**config.mk**
```make
export PLATFORM = sky130hd
export DESIGN_NAME = pll_reset_seq
export DESIGN_NICKNAME = d
export VERILOG_FILES = /design/src/rtl/pll_reset_pkg.sv /design/src/rtl/pll_reset_seq_sync_ff.sv /design/src/rtl/pll_reset_seq.sv
export SDC_FILE = /design/constraint.sdc
export NUM_CORES = 1
export LEC_CHECK = 0
export BUFFER_PORTS_ARGS = -buffer_cell sky130_fd_sc_hd__buf_2
export CORE_AREA = 2 2 45 47
export CTS_CLUSTER_DIAMETER = 80
export CTS_CLUSTER_SIZE = 14
export DETAILED_ROUTE_END_ITERATION = 8
export DIE_AREA = 0 0 47 49
export PLACE_DENSITY = 0.79
export SLEW_MARGIN = 20
export SYNTH_ARGS = -nofsm -noshare
export SYNTH_HDL_FRONTEND = slang
export SYNTH_SLANG_ARGS = --single-unit
```
**constraint.sdc**
```tcl
create_clock -name clock_in -period 4.6 [get_ports clock_in]
set_input_delay 0.69 -clock clock_in [delete_from_list [all_inputs] [get_ports clock_in]]
set_output_delay 0.69 -clock clock_in [all_outputs]
set_load 0.03 [all_outputs]
```
**src/rtl/pll_reset_pkg.sv**
```systemverilog
// Shared types for the PLL reset sequencer: FSM state encoding and counter sizing.
package pll_reset_pkg;

    typedef enum logic [1:0] {
        WAIT_LOCK = 2'd0,
        STABLE    = 2'd1,
        HOLD      = 2'd2,
        RUN       = 2'd3
    } state_t;

    // Bits needed to hold max(stable_cycles, hold_cycles)-1, never less than one.
    function automatic int cnt_width(input int stable_cycles, input int hold_cycles);
        int top;
        top = ((stable_cycles > hold_cycles) ? stable_cycles : hold_cycles) - 1;
        return (top < 2) ? 1 : $clog2(top + 1);
    endfunction

endpackage

```
**src/rtl/pll_reset_seq_sync_ff.sv**
```systemverilog
// Reset-to-0 flop chain bringing an asynchronous level into the local clock domain.
module sync_ff #(
    parameter int DEPTH = 2
) (
    input  logic clk,
    input  logic srst,
    input  logic d,
    output logic q
);

    logic stage_reg [DEPTH];

    generate
        for (genvar gi = 0; gi < DEPTH; gi++) begin : g_stage
            if (gi == 0) begin : g_first
                always_ff @(posedge clk) begin
                    if (srst) stage_reg[gi] <= 1'b0;
                    else      stage_reg[gi] <= d;
                end
            end else begin : g_next
                always_ff @(posedge clk) begin
                    if (srst) stage_reg[gi] <= 1'b0;
                    else      stage_reg[gi] <= stage_reg[gi-1];
                end
            end
        end
    endgenerate

    assign q = stage_reg[DEPTH-1];

endmodule

```
**src/rtl/pll_reset_seq.sv**
```systemverilog
// PLL lock -> fabric reset sequencer. Optional lock-loss counter is built when
// PLL_RESET_SEQ_LOSS_CNT_EN is defined; otherwise loss_count is tied to 0.
module pll_reset_seq
    import pll_reset_pkg::*;
#(
    parameter int SYNC_STAGES   = 2,
    parameter int STABLE_CYCLES = 1024,
    parameter int HOLD_CYCLES   = 16,
    parameter int CNT_W         = 8
) (
    input  logic             clock_in,
    input  logic             reset,
    input  logic             locked,
    output logic             reset_out,
    output logic             ready,
    output logic [CNT_W-1:0] loss_count
);

    localparam int CW = cnt_width(STABLE_CYCLES, HOLD_CYCLES);
    localparam logic [CW-1:0] STABLE_LAST = CW'(STABLE_CYCLES - 1);
    localparam logic [CW-1:0] HOLD_LAST   = CW'(HOLD_CYCLES - 1);

    logic          locked_s;
    state_t        state_reg, state_next;
    logic [CW-1:0] cnt_reg, cnt_next;
    logic          reset_out_reg;
    logic          ready_reg;

    sync_ff #(.DEPTH(SYNC_STAGES)) u_lock_sync (
        .clk  (clock_in),
        .srst (reset),
        .d    (locked),
        .q    (locked_s)
    );

    always_comb begin
        state_next = state_reg;
        cnt_next   = cnt_reg;
        case (state_reg)
            WAIT_LOCK: begin
                if (locked_s) begin
                    state_next = STABLE;
                    cnt_next   = '0;
                end
            end
            STABLE: begin
                if (!locked_s) begin
                    state_next = WAIT_LOCK;
                    cnt_next   = '0;
                end else if (cnt_reg == STABLE_LAST) begin
                    state_next = HOLD;
                    cnt_next   = '0;
                end else begin
                    cnt_next = cnt_reg + 1'b1;
                end
            end
            HOLD: begin
                if (!locked_s) begin
                    state_next = WAIT_LOCK;
                    cnt_next   = '0;
                end else if (cnt_reg == HOLD_LAST) begin
                    state_next = RUN;
                    cnt_next   = '0;
                end else begin
                    cnt_next = cnt_reg + 1'b1;
                end
            end
            RUN: begin
                if (!locked_s) begin
                    state_next = WAIT_LOCK;
                    cnt_next   = '0;
                end
            end
            default: begin
                state_next = WAIT_LOCK;
                cnt_next   = '0;
            end
        endcase
    end

    // Outputs are registered from state_next so they change on the same edge as the state.
    always_ff @(posedge clock_in) begin
        if (reset) begin
            state_reg     <= WAIT_LOCK;
            cnt_reg       <= '0;
            reset_out_reg <= 1'b1;
            ready_reg     <= 1'b0;
        end else begin
            state_reg     <= state_next;
            cnt_reg       <= cnt_next;
            reset_out_reg <= (state_next != RUN);
            ready_reg     <= (state_next == RUN);
        end
    end

    assign reset_out = reset_out_reg;
    assign ready     = ready_reg;

`ifdef PLL_RESET_SEQ_LOSS_CNT_EN
    logic [CNT_W-1:0] loss_reg;
    logic             loss_event;

    // Only a loss while running counts; drops during STABLE/HOLD just restart.
    assign loss_event = (state_reg == RUN) && !locked_s;

    always_ff @(posedge clock_in) begin
        if (reset)                            loss_reg <= '0;
        else if (loss_event && loss_reg != '1) loss_reg <= loss_reg + 1'b1;
    end

    assign loss_count = loss_reg;
`else
    assign loss_count = '0;
`endif

endmodule

```
==> reports/results.ini, run 1 <==
[run_status]
status = complete, no violations

[synth]
yosysWarnings = 0
ys_types = 43
synth-adder-area-share_pct = 7.194
avgSynthCellArea_um2 = 8.553
synth_edf_count = 0
synth-compound-area-share_pct = 25.06
synthArstFlopShare_pct = 0
synth_top_family_by_area = compound AO/OA/AOI/OAI gates
muxShareOfSynthArea_pct = 1.079
ys_ff_latch = 16
synth_simple_gate_area_share_pct = 24.94
seq_area_frac_synth_pct = 30.70
synth-xor-area-share_pct = 0.8393
synth_cells = 122
syn_area_mm2 = 0.001044
ys.flop_type = dfxtp_1

[clock_network]
clk_path_buf_depth = 2
holdBufCountCts = 0
h-tree-depth = 1
cts_tree = yes
post_cts_resized = 0
clock_latency_ns = 0.28
numCtsBuffers = 3
clk_pin_slew_worst_paths_ns = 0.09
root_buffer = clkbuf_4
cts_num_sinks = 16
post_cts_buffers = 0

[routing]
wl_per_cell_um = 12.98
drc_errors = 0
drtAntennaViolNets = 0
first_iter_violations = 32
via_count = 884
firstDrtPassIters = 4
wl_um = 1986
drt-vias-per-instance = 5.778

[die]
die-area_mm2 = 0.002303
die_w_um = 47
die_h_um = 49
io_pins = 13
initial_core_util_pct = 56.66
core.rowCount = 16
fp.coreArea_mm2 = 0.001842

[final_layout]
diodes = 0
largest_register_ffs = 10
num-fill-cells = 167
nets = 136
seq_area_um2 = 320.3
drive_gt1_share_pct = 11.11
syn_to_final_growth_pct = 3.478
multi_input_area_um2 = 646.9

[power]
p_leak_nw = 0.3816
p_int_mw = 0.1921
power_density_mw_per_mm2 = 235.6
power_frac_comb_pct = 8.3
p_seq_share_pct = 55.5
p_sw_mw = 0.06225
p_clk_share_pct = 36.2
ir_drop_uv = 159.3
swShare_pct = 24.47

[sta]
setup_viol = 0
fin_skew_ns = 0.001953
fmax_mhz = 536.2
fin_tns_setup_ns = 0
worst_slew_pin_slew_ns = 0.5065
worst_slack_ns = 2.735
hold_viol = 0
relSlewSlack_pct = 66.07
finalCritPeriodShare_pct = 40.54
rsz0062_at_grt = false
fin_crit_ns = 1.865
slew_viol_final = 0

[setup_path]
cp.required_ns = 4.81
cp_max_fo = 6
startpoint_type = register
slowest_delay_ns = 0.47
cp-end-kind = register
timing.critical_path.cells = inv_1, ha_1, nand4bb_1, a311oi_2, o21ai_1, a22oi_1
critPathBufInv = 1
cp.arrival_ns = 2.08
slowest_stage = a311oi_2
cp_top_family = compound AO/OA/AOI/OAI gates
path_class = register to register

[global_route]
antenna_found_initial = 0
grt_pass1_wl_um = 3360
grt_max_degree = 13
grt_usage_pct = 19.80
overflow = 0
grt_pass1_vias = 803

[hold_path]
worst_hold_path_type = register to register

[job]
maxCapViolCount = 0

[place]
dp_hpwl_um = 1493
place_ws_ns = 2.629
portBuffers = 4
place_congestion = 0.8483

power by group through the flow:
stage | Combinational, mW | Clock (mW) | Sequential [mW]
after floorplan | 0.0229 | 0 | 0.144
after global placement | 0.0205 | 0 | 0.144
after detailed placement | 0.0208 | 0 | 0.144
after CTS | 0.0208 | 0.0953 | 0.141
after global routing | 0.0229 | 0.101 | 0.141
final | 0.0211 | 0.0921 | 0.141
per-layer routing:
metal / vias up / wire, um / global-route usage, %
li1: 449 / - / -
met1: 398 / 890 / 25.35
met2: 35 / 982 / 31.28
met3: 2 / 106 / 4.444
met4: 0 / 6 / 7.870
met5: - / 0 / 0
placed cells by master (no fill, tap or decap), types with 3 or more instances in the layout:
cell	n
nand4_1	3
nand2_1	16
nor4_1	4
clkbuf_4	3
ha_1	6
conb_1	8
nor2b_1	5
nor2_1	5
o221ai_1	3
inv_1	6
a21oi_1	6
nand3_1	3
buf_2	4
dfxtp_1	16
Yosys cell counts, types with 2 or more instances:
cell type,number,share of area (%)
a311oi_2,2,2.9
o21ai_1,2,0.96
ha_1,6,7.2
buf_4,8,5.8
and2_1,2,1.2
a21boi_0,2,1.4
nand3_1,3,1.4
o22ai_1,2,1.2
inv_1,6,2.2
o21ai_0,2,0.96
dfxtp_1,16,31
a22oi_1,2,1.4
o221ai_1,3,2.5
nor2b_1,5,3.0
nand2_1,16,5.8
a31oi_1,2,1.2
nand4_1,3,1.8
nor4_1,4,2.4
a21oi_1,6,2.9
o211ai_1,2,1.4
nor2_1,5,1.8
and3_1,2,1.2
metrics by stage:
step | std cells | hold slack (ns) | util (%) | total power, mW | area (um2)
after floorplan | 129 | 0.4138 | - | 0.1668 | 1070
after global placement | 149 | 0.4209 | 56.66 | 0.1648 | 1044
after detailed placement | 149 | 0.4337 | 56.66 | 0.1652 | 1044
after CTS | 153 | 0.4552 | 58.63 | 0.2573 | 1080
after global routing | 153 | 0.4590 | 58.63 | 0.2654 | 1080
final | 153 | 0.4484 | 58.63 | 0.2544 | 1080
cell families (layout without fill, tap and decap cells):
logic type      after synthesis  after routing
compound gates               34             34
xor+xnor                      1              1
fa+ha+maj                     6              6
buf+inv                      17             14
flops                        16             16
mux                           1              1
other cells                   1              8
simple gates                 46             46
final timing paths:
path	startpoint	to	slack [ns]	cells after the start
setup reg to reg	state_reg[0]	cnt_reg[2]	2.74	6
hold reg to reg	u_lock_sync.stage_reg[0]	u_lock_sync.stage_reg[1]	0.45	1
setup / recovery	state_reg[0]	cnt_reg[2]	2.74	6
hold / removal	u_lock_sync.stage_reg[0]	u_lock_sync.stage_reg[1]	0.45	1
cell type report:
| class | instances | share of cell area (%) |
|---|---|---|
| multi-input combinational | 96 | 59.91 |
| sequential | 16 | 29.66 |
| clock buffer | 4 | 3.360 |
| tap | 27 | 3.129 |
| inverter | 6 | 2.086 |
| timing repair buffer | 4 | 1.854 |
Power figures use the tool's default switching activity.
==> run 2, diff against run 1 <==
Settings changed: ABC_AREA from default to 1, CORE_AREA 2 2 45 47 to 2 2 49 51, DIE_AREA 0 0 47 49 to 0 0 51 53, PLACE_DENSITY 0.79 to 0.7.
Clock period 4.6 ns to 1.7 ns, I/O delays scaled along.
==> run 2 against run 1 <==
Compared with the run above:
- power grew to 2.8 times the previous value
- hold slack lost 0.28 ns
- register-to-register slack lost 2.6 ns
- highest routed layer unchanged
- non-clock buffer count grew 4
- largest cell class unchanged
- sequential share of layout area shrank 0.67 points
- fmax grew 21%
- area after synthesis shrank 1.8%
- critical path type unchanged
- cell area grew 2.3%
- combinational power grew to 3.4 times the previous value
- routed wire length shrank 1.8%
- core utilization shrank 7.2 points
- die area grew 17%
==> reports/results.ini, run 2 <==
[run_status]
status = complete, no violations

[hold_path]
hp-start = locked
worst_hold_path_type = input port to register

[die]
initial_core_util_pct = 47.70
fp.coreArea_mm2 = 0.002148
die_h_um = 53
die-area_mm2 = 0.002703
io_pins = 13
die_w_um = 51
core.rowCount = 17

[global_route]
antenna_found_initial = 0
grt_pass1_vias = 859
grt_max_degree = 12
grt_pass1_wl_um = 3463
overflow = 0
grt_usage_pct = 16.81

[final_layout]
final_common_cell = nand2_1
num-fill-cells = 216
diodes = 0
syn_to_final_growth_pct = 7.814
seq_area_um2 = 320.3
fin_cells = 188
nets = 170
drive_gt1_share_pct = 16.88
multi_input_area_um2 = 588.1
largest_register_ffs = 10
final_cell_mix = nand2_1 (31), inv_1 (18), nand3_1 (18), dfxtp_1 (16), nor2_1 (13)

[routing]
drt-vias-per-instance = 4.830
wl_per_cell_um = 10.37
drc_errors = 0
first_iter_violations = 32
drtAntennaViolNets = 0
wl_um = 1950
firstDrtPassIters = 4
via_count = 908

[power]
power_density_mw_per_mm2 = 637.3
p_leak_nw = 0.4609
ir_drop_uv = 563.4

[job]
maxCapViolCount = 0

[sta]
fmax_mhz = 648.4
whs_ns = 0.1683
fin_tns_setup_ns = 0
finalCritPeriodShare_pct = 90.73
rsz0062_at_grt = false
fin_skew_ns = 0.002944
worst_slack_ns = 0.1577
hold_viol = 0
slew_viol_final = 0
setup_viol = 0
fin_crit_ns = 1.542

[synth]
synth_top_area_share_pct = 31.26
synth_top_cell_by_area = dfxtp_1
synth.area.top_cells = dfxtp_1 (31%), nand2_1 (11%), nand3_1 (8.8%)
synthArstFlopShare_pct = 0
ys_ff_latch = 16
synth_edf_count = 0
synth_cells = 151
yosysMostFrequentCell = nand2_1
yosysWarnings = 0
syn_area_mm2 = 0.001025
avgSynthCellArea_um2 = 6.786
ys.flop_type = dfxtp_1
ys_types = 23
synth_commonest_cells = nand2_1 (31), inv_1 (18), nand3_1 (18)
seq_area_frac_synth_pct = 31.26

[setup_path]
timing.rr.start = cnt_reg[0]
timing.critical_path.cells = ha_1, nand2_1, nor2_4, nand3_1, nand2_1, nand2_1, nand3_2, nand2_2, inv_2, nor2_1
slowest_stage = dfxtp_1
crit_path_frequent_cell = nand2_1
path_class = register to register
startpoint_type = register
cp.required_ns = 1.88
cp-end-kind = register
worstSetupStartpoint = cnt_reg[0]
r2r_slack_ns = 0.16
cp.arrival_ns = 1.72
cp_max_fo = 5
slowest_delay_ns = 0.42

[place]
place_ws_ns = -0.02744
placedCellCount = 184
portBuffers = 4
dp_hpwl_um = 1539
place_congestion = 0.8297

[clock_network]
clk_pin_slew_worst_paths_ns = 0.09
numCtsBuffers = 3
clock_latency_ns = 0.29
clk_path_buf_depth = 2
root_buffer = clkbuf_4
cts_tree = yes
post_cts_buffers = 0
h-tree-depth = 1
cts_num_sinks = 16

## run 2: cell count changes after synthesis, moves of 3 or more
cell	previous run	this run
nand2_1	16	31
nand3_1	3	18
inv_1	6	18
nor2_1	5	14
nor2_2	0	5
nor2b_1	5	0
a21oi_1	6	10
nor4_1	4	0
nand2_2	0	3
o21ai_0	2	5
o221ai_1	3	0
## run 2: cell type report
| cell class | instances | share of cell area [%] |
|---|---|---|
| clock buffers | 4 | 3.284 |
| repair buffers | 8 | 4.530 |
| well taps | 28 | 3.171 |
| multi-input cells | 112 | 53.23 |
| flip-flops and latches | 16 | 28.99 |
| inverters | 20 | 6.795 |
## run 2: stage by stage
step | instance area [um2] | power [mW] | util, %
6_report | 1105 | 0.7041 | 51.43
5_1_grt | 1105 | 0.7363 | 51.43
4_1_cts | 1100 | 0.7147 | 51.19
3_5_place_dp | 1061 | 0.4606 | 49.39
3_3_place_gp | 1061 | 0.4592 | 49.39
2_1_floorplan | 1051 | 0.4636 | -
## run 2: cell families (layout without fill, tap and decap cells)
family | Yosys count | count (layout) | share of synthesized area, %
and+or+nand+nor | 77 | 77 | 34.80
AOI/OAI and AO/OA | 19 | 19 | 9.890
adders and majority gates | 6 | 6 | 7.326
buffers and inverters | 30 | 32 | 14.65
other | 1 | 8 | 0.3659
DFF | 16 | 16 | 31.26
xor gates and xnor gates | 2 | 2 | 1.710
## run 2: what timing repair did
item | CTS | global route
resized for setup | 1 | 1
hold buffers | 0 | 0
endpoints found under the setup margin | 1 | 1
pin swaps | 0 | 0
## run 2: routing by layer
metal / GRT usage (%) / part of all wire [%] / up-vias
met5: 0 / 0 / -
met4: 6.306 / 0.82 / 0
met3: 2.825 / 2.8 / 2
met2: 28.79 / 47 / 19
met1: 21.08 / 49 / 402
li1: - / - / 485
## run 2: power by group
group	leakage [nW]	switching [mW]	total [mW]	internal [mW]
Combinational	0.311	0.0573	0.0714	0.0141
Sequential	0.129	0.00292	0.381	0.378
Clock	0.0210	0.121	0.252	0.130
## run 2: final timing paths
check,to,depth (start not counted)
worst max-delay path,state_reg[0],10
worst min register to register,u_lock_sync.stage_reg[1],2
worst min-delay path,u_lock_sync.stage_reg[0],3
worst max register to register,state_reg[0],10
## run 2: critical path: cells and delay by family (launching register included)
kind	cells	cell delay, ns
fa+ha+maj	1	0.25
buf+inv	1	0.06
flops	1	0.42
simple gates	8	0.71
==> run 3, diff against run 2 <==
Settings changed: CORE_AREA 2 2 49 51 to 2 2 45 47, DIE_AREA 0 0 51 53 to 0 0 47 49, PLACE_DENSITY 0.7 to 0.78.
Clock period 1.7 ns to 1.9 ns, I/O delays scaled along.
==> run 3 against run 2 <==
Compared with the run above:
- count of clock-buffer cells in the layout unchanged
- highest routed layer unchanged
- cell area down 3.3%
- critical path depth down 4
- combinational power down 14%
- critical path type unchanged
- flip-flop and latch count unchanged
- core utilization up 6.6 points
- largest power group unchanged
- critical endpoint is now cnt_reg[2]
==> reports/results.ini, run 3 (synthesis results as in run 2) <==
[place]
portBuffers = 4
place_congestion = 0.8473
placed_cell_area_mm2 = 0.001030
dp_hpwl_um = 1591
place_ws_ns = 0.1663
placedCellCount = 179

[clock_network]
numCtsBuffers = 3
clk_pin_slew_worst_paths_ns = 0.08
cts_tree = yes
cts_num_sinks = 16
h-tree-depth = 1
clk_path_buf_depth = 2
clock_latency_ns = 0.28
root_buffer = clkbuf_4

[power]
ir_drop_uv = 451.5
p_leak_nw = 0.4414
power_density_mw_per_mm2 = 583.4
p_total_mw = 0.6234

[routing]
via_count = 941
drc_errors = 0
drtAntennaViolNets = 0
first_iter_violations = 31
drt-vias-per-instance = 5.142
firstDrtPassIters = 4
wl_um = 2064
wl_per_cell_um = 11.28

[sta]
fin_skew_ns = 0.01044
fin_tns_setup_ns = 0
fin_crit_ns = 1.585
slew_viol_final = 0
hold_viol = 0
worst_slack_ns = 0.3152
setup_viol = 0
rsz0062_at_grt = false
finalCritPeriodShare_pct = 83.41
fmax_mhz = 631.0
whs_ns = 0.2091

[hold_path]
min_path_cells = 3
worst_hold_path_type = input port to register
hp-start = locked
min_to = u_lock_sync.stage_reg[0]

[global_route]
antenna_found_initial = 0
grt_pass1_wl_um = 3588
grt_pass1_vias = 876
grt_usage_pct = 21.24
grt_max_degree = 12
overflow = 0

[die]
fp.coreArea_mm2 = 0.001842
die-area_mm2 = 0.002303
core.rowCount = 16
die_w_um = 47
io_pins = 13
die_h_um = 49
initial_core_util_pct = 55.64

[final_layout]
num-fill-cells = 178
final_cell_mix = nand2_1 (31), inv_1 (18), nand3_1 (18), dfxtp_1 (16), nor2_1 (13)
seq_area_um2 = 320.3
diodes = 0
final_area_mm2 = 0.001069
final_core_util_pct = 58.02
drive_gt1_share_pct = 14.74
fin_cells = 183
multi_input_area_um2 = 583.1
largest_register_ffs = 10
final_common_cell = nand2_1
syn_to_final_growth_pct = 4.273
nets = 166

[job]
maxCapViolCount = 0

[setup_path]
cp_max_fo = 7
cp.required_ns = 2.11
r2r_slack_ns = 0.32
worstSetupStartpoint = state_reg[1]
path_class = register to register
timing.rr.start = state_reg[1]
startpoint_type = register
rr_endpoint = cnt_reg[2]
cp-end-kind = register
reg2reg_depth = 6
cp.arrival_ns = 1.80

[run_status]
status = complete, no violations

-- run 3: cell count changes in the layout (fill, tap and decap cells not counted) --
cell    change
buf_4       -4
nor2_4      -1
nor2_2      +1
-- run 3: how the worst max path moves through the flow --
| stage | endpoint | slack (ns) | depth (start not counted) |
|---|---|---|---|
| 2_1_floorplan | state_reg[0] | 0.55 | 10 |
| 3_3_place_gp | cnt_reg[6] | 0.22 | 9 |
| 3_5_place_dp | cnt_reg[6] | 0.17 | 9 |
| 4_1_cts | cnt_reg[6] | 0.14 | 9 |
| 5_1_grt | cnt_reg[2] | 0.12 | 6 |
| 6_report | cnt_reg[2] | 0.32 | 6 |
-- run 3: power breakdown --
part           internal, mW  switching [mW]
sequential            0.338         0.00297
combinational        0.0108          0.0505
clock                 0.117           0.104
total                 0.466           0.158
-- run 3: critical path: stages (launching register included) --
cell     delay [ns]
dfxtp_1        0.40
inv_1          0.11
ha_1           0.28
nand2_1        0.06
nor2_1         0.39
nand3_1        0.14
a21oi_1        0.15
-- run 3: cell type report --
| class | count | share of cell area [%] |
|---|---|---|
| Timing Repair Buffer | 4 | 1.874 |
| Tap cell | 27 | 3.162 |
| Clock buffer | 4 | 3.396 |
| Multi-Input combinational cell | 112 | 54.57 |
| Sequential cell | 16 | 29.98 |
| Inverter | 20 | 7.026 |
-- run 3: routing by layer --
metal / GRT usage, % / routed length, um / share of wire [%]
met5: 0 / 0 / 0
met1: 26.98 / 873 / 42
met2: 33.56 / 1062 / 51
met4: 10.19 / 21 / 1.0
met3: 3.704 / 107 / 5.2
-- run 3: what timing repair did --
item	CTS	global route
endpoints found under the setup margin	0	2
gates resized for setup	0	1
hold buffers	0	0
hold endpoints to repair	0	0
setup buffers	0	0
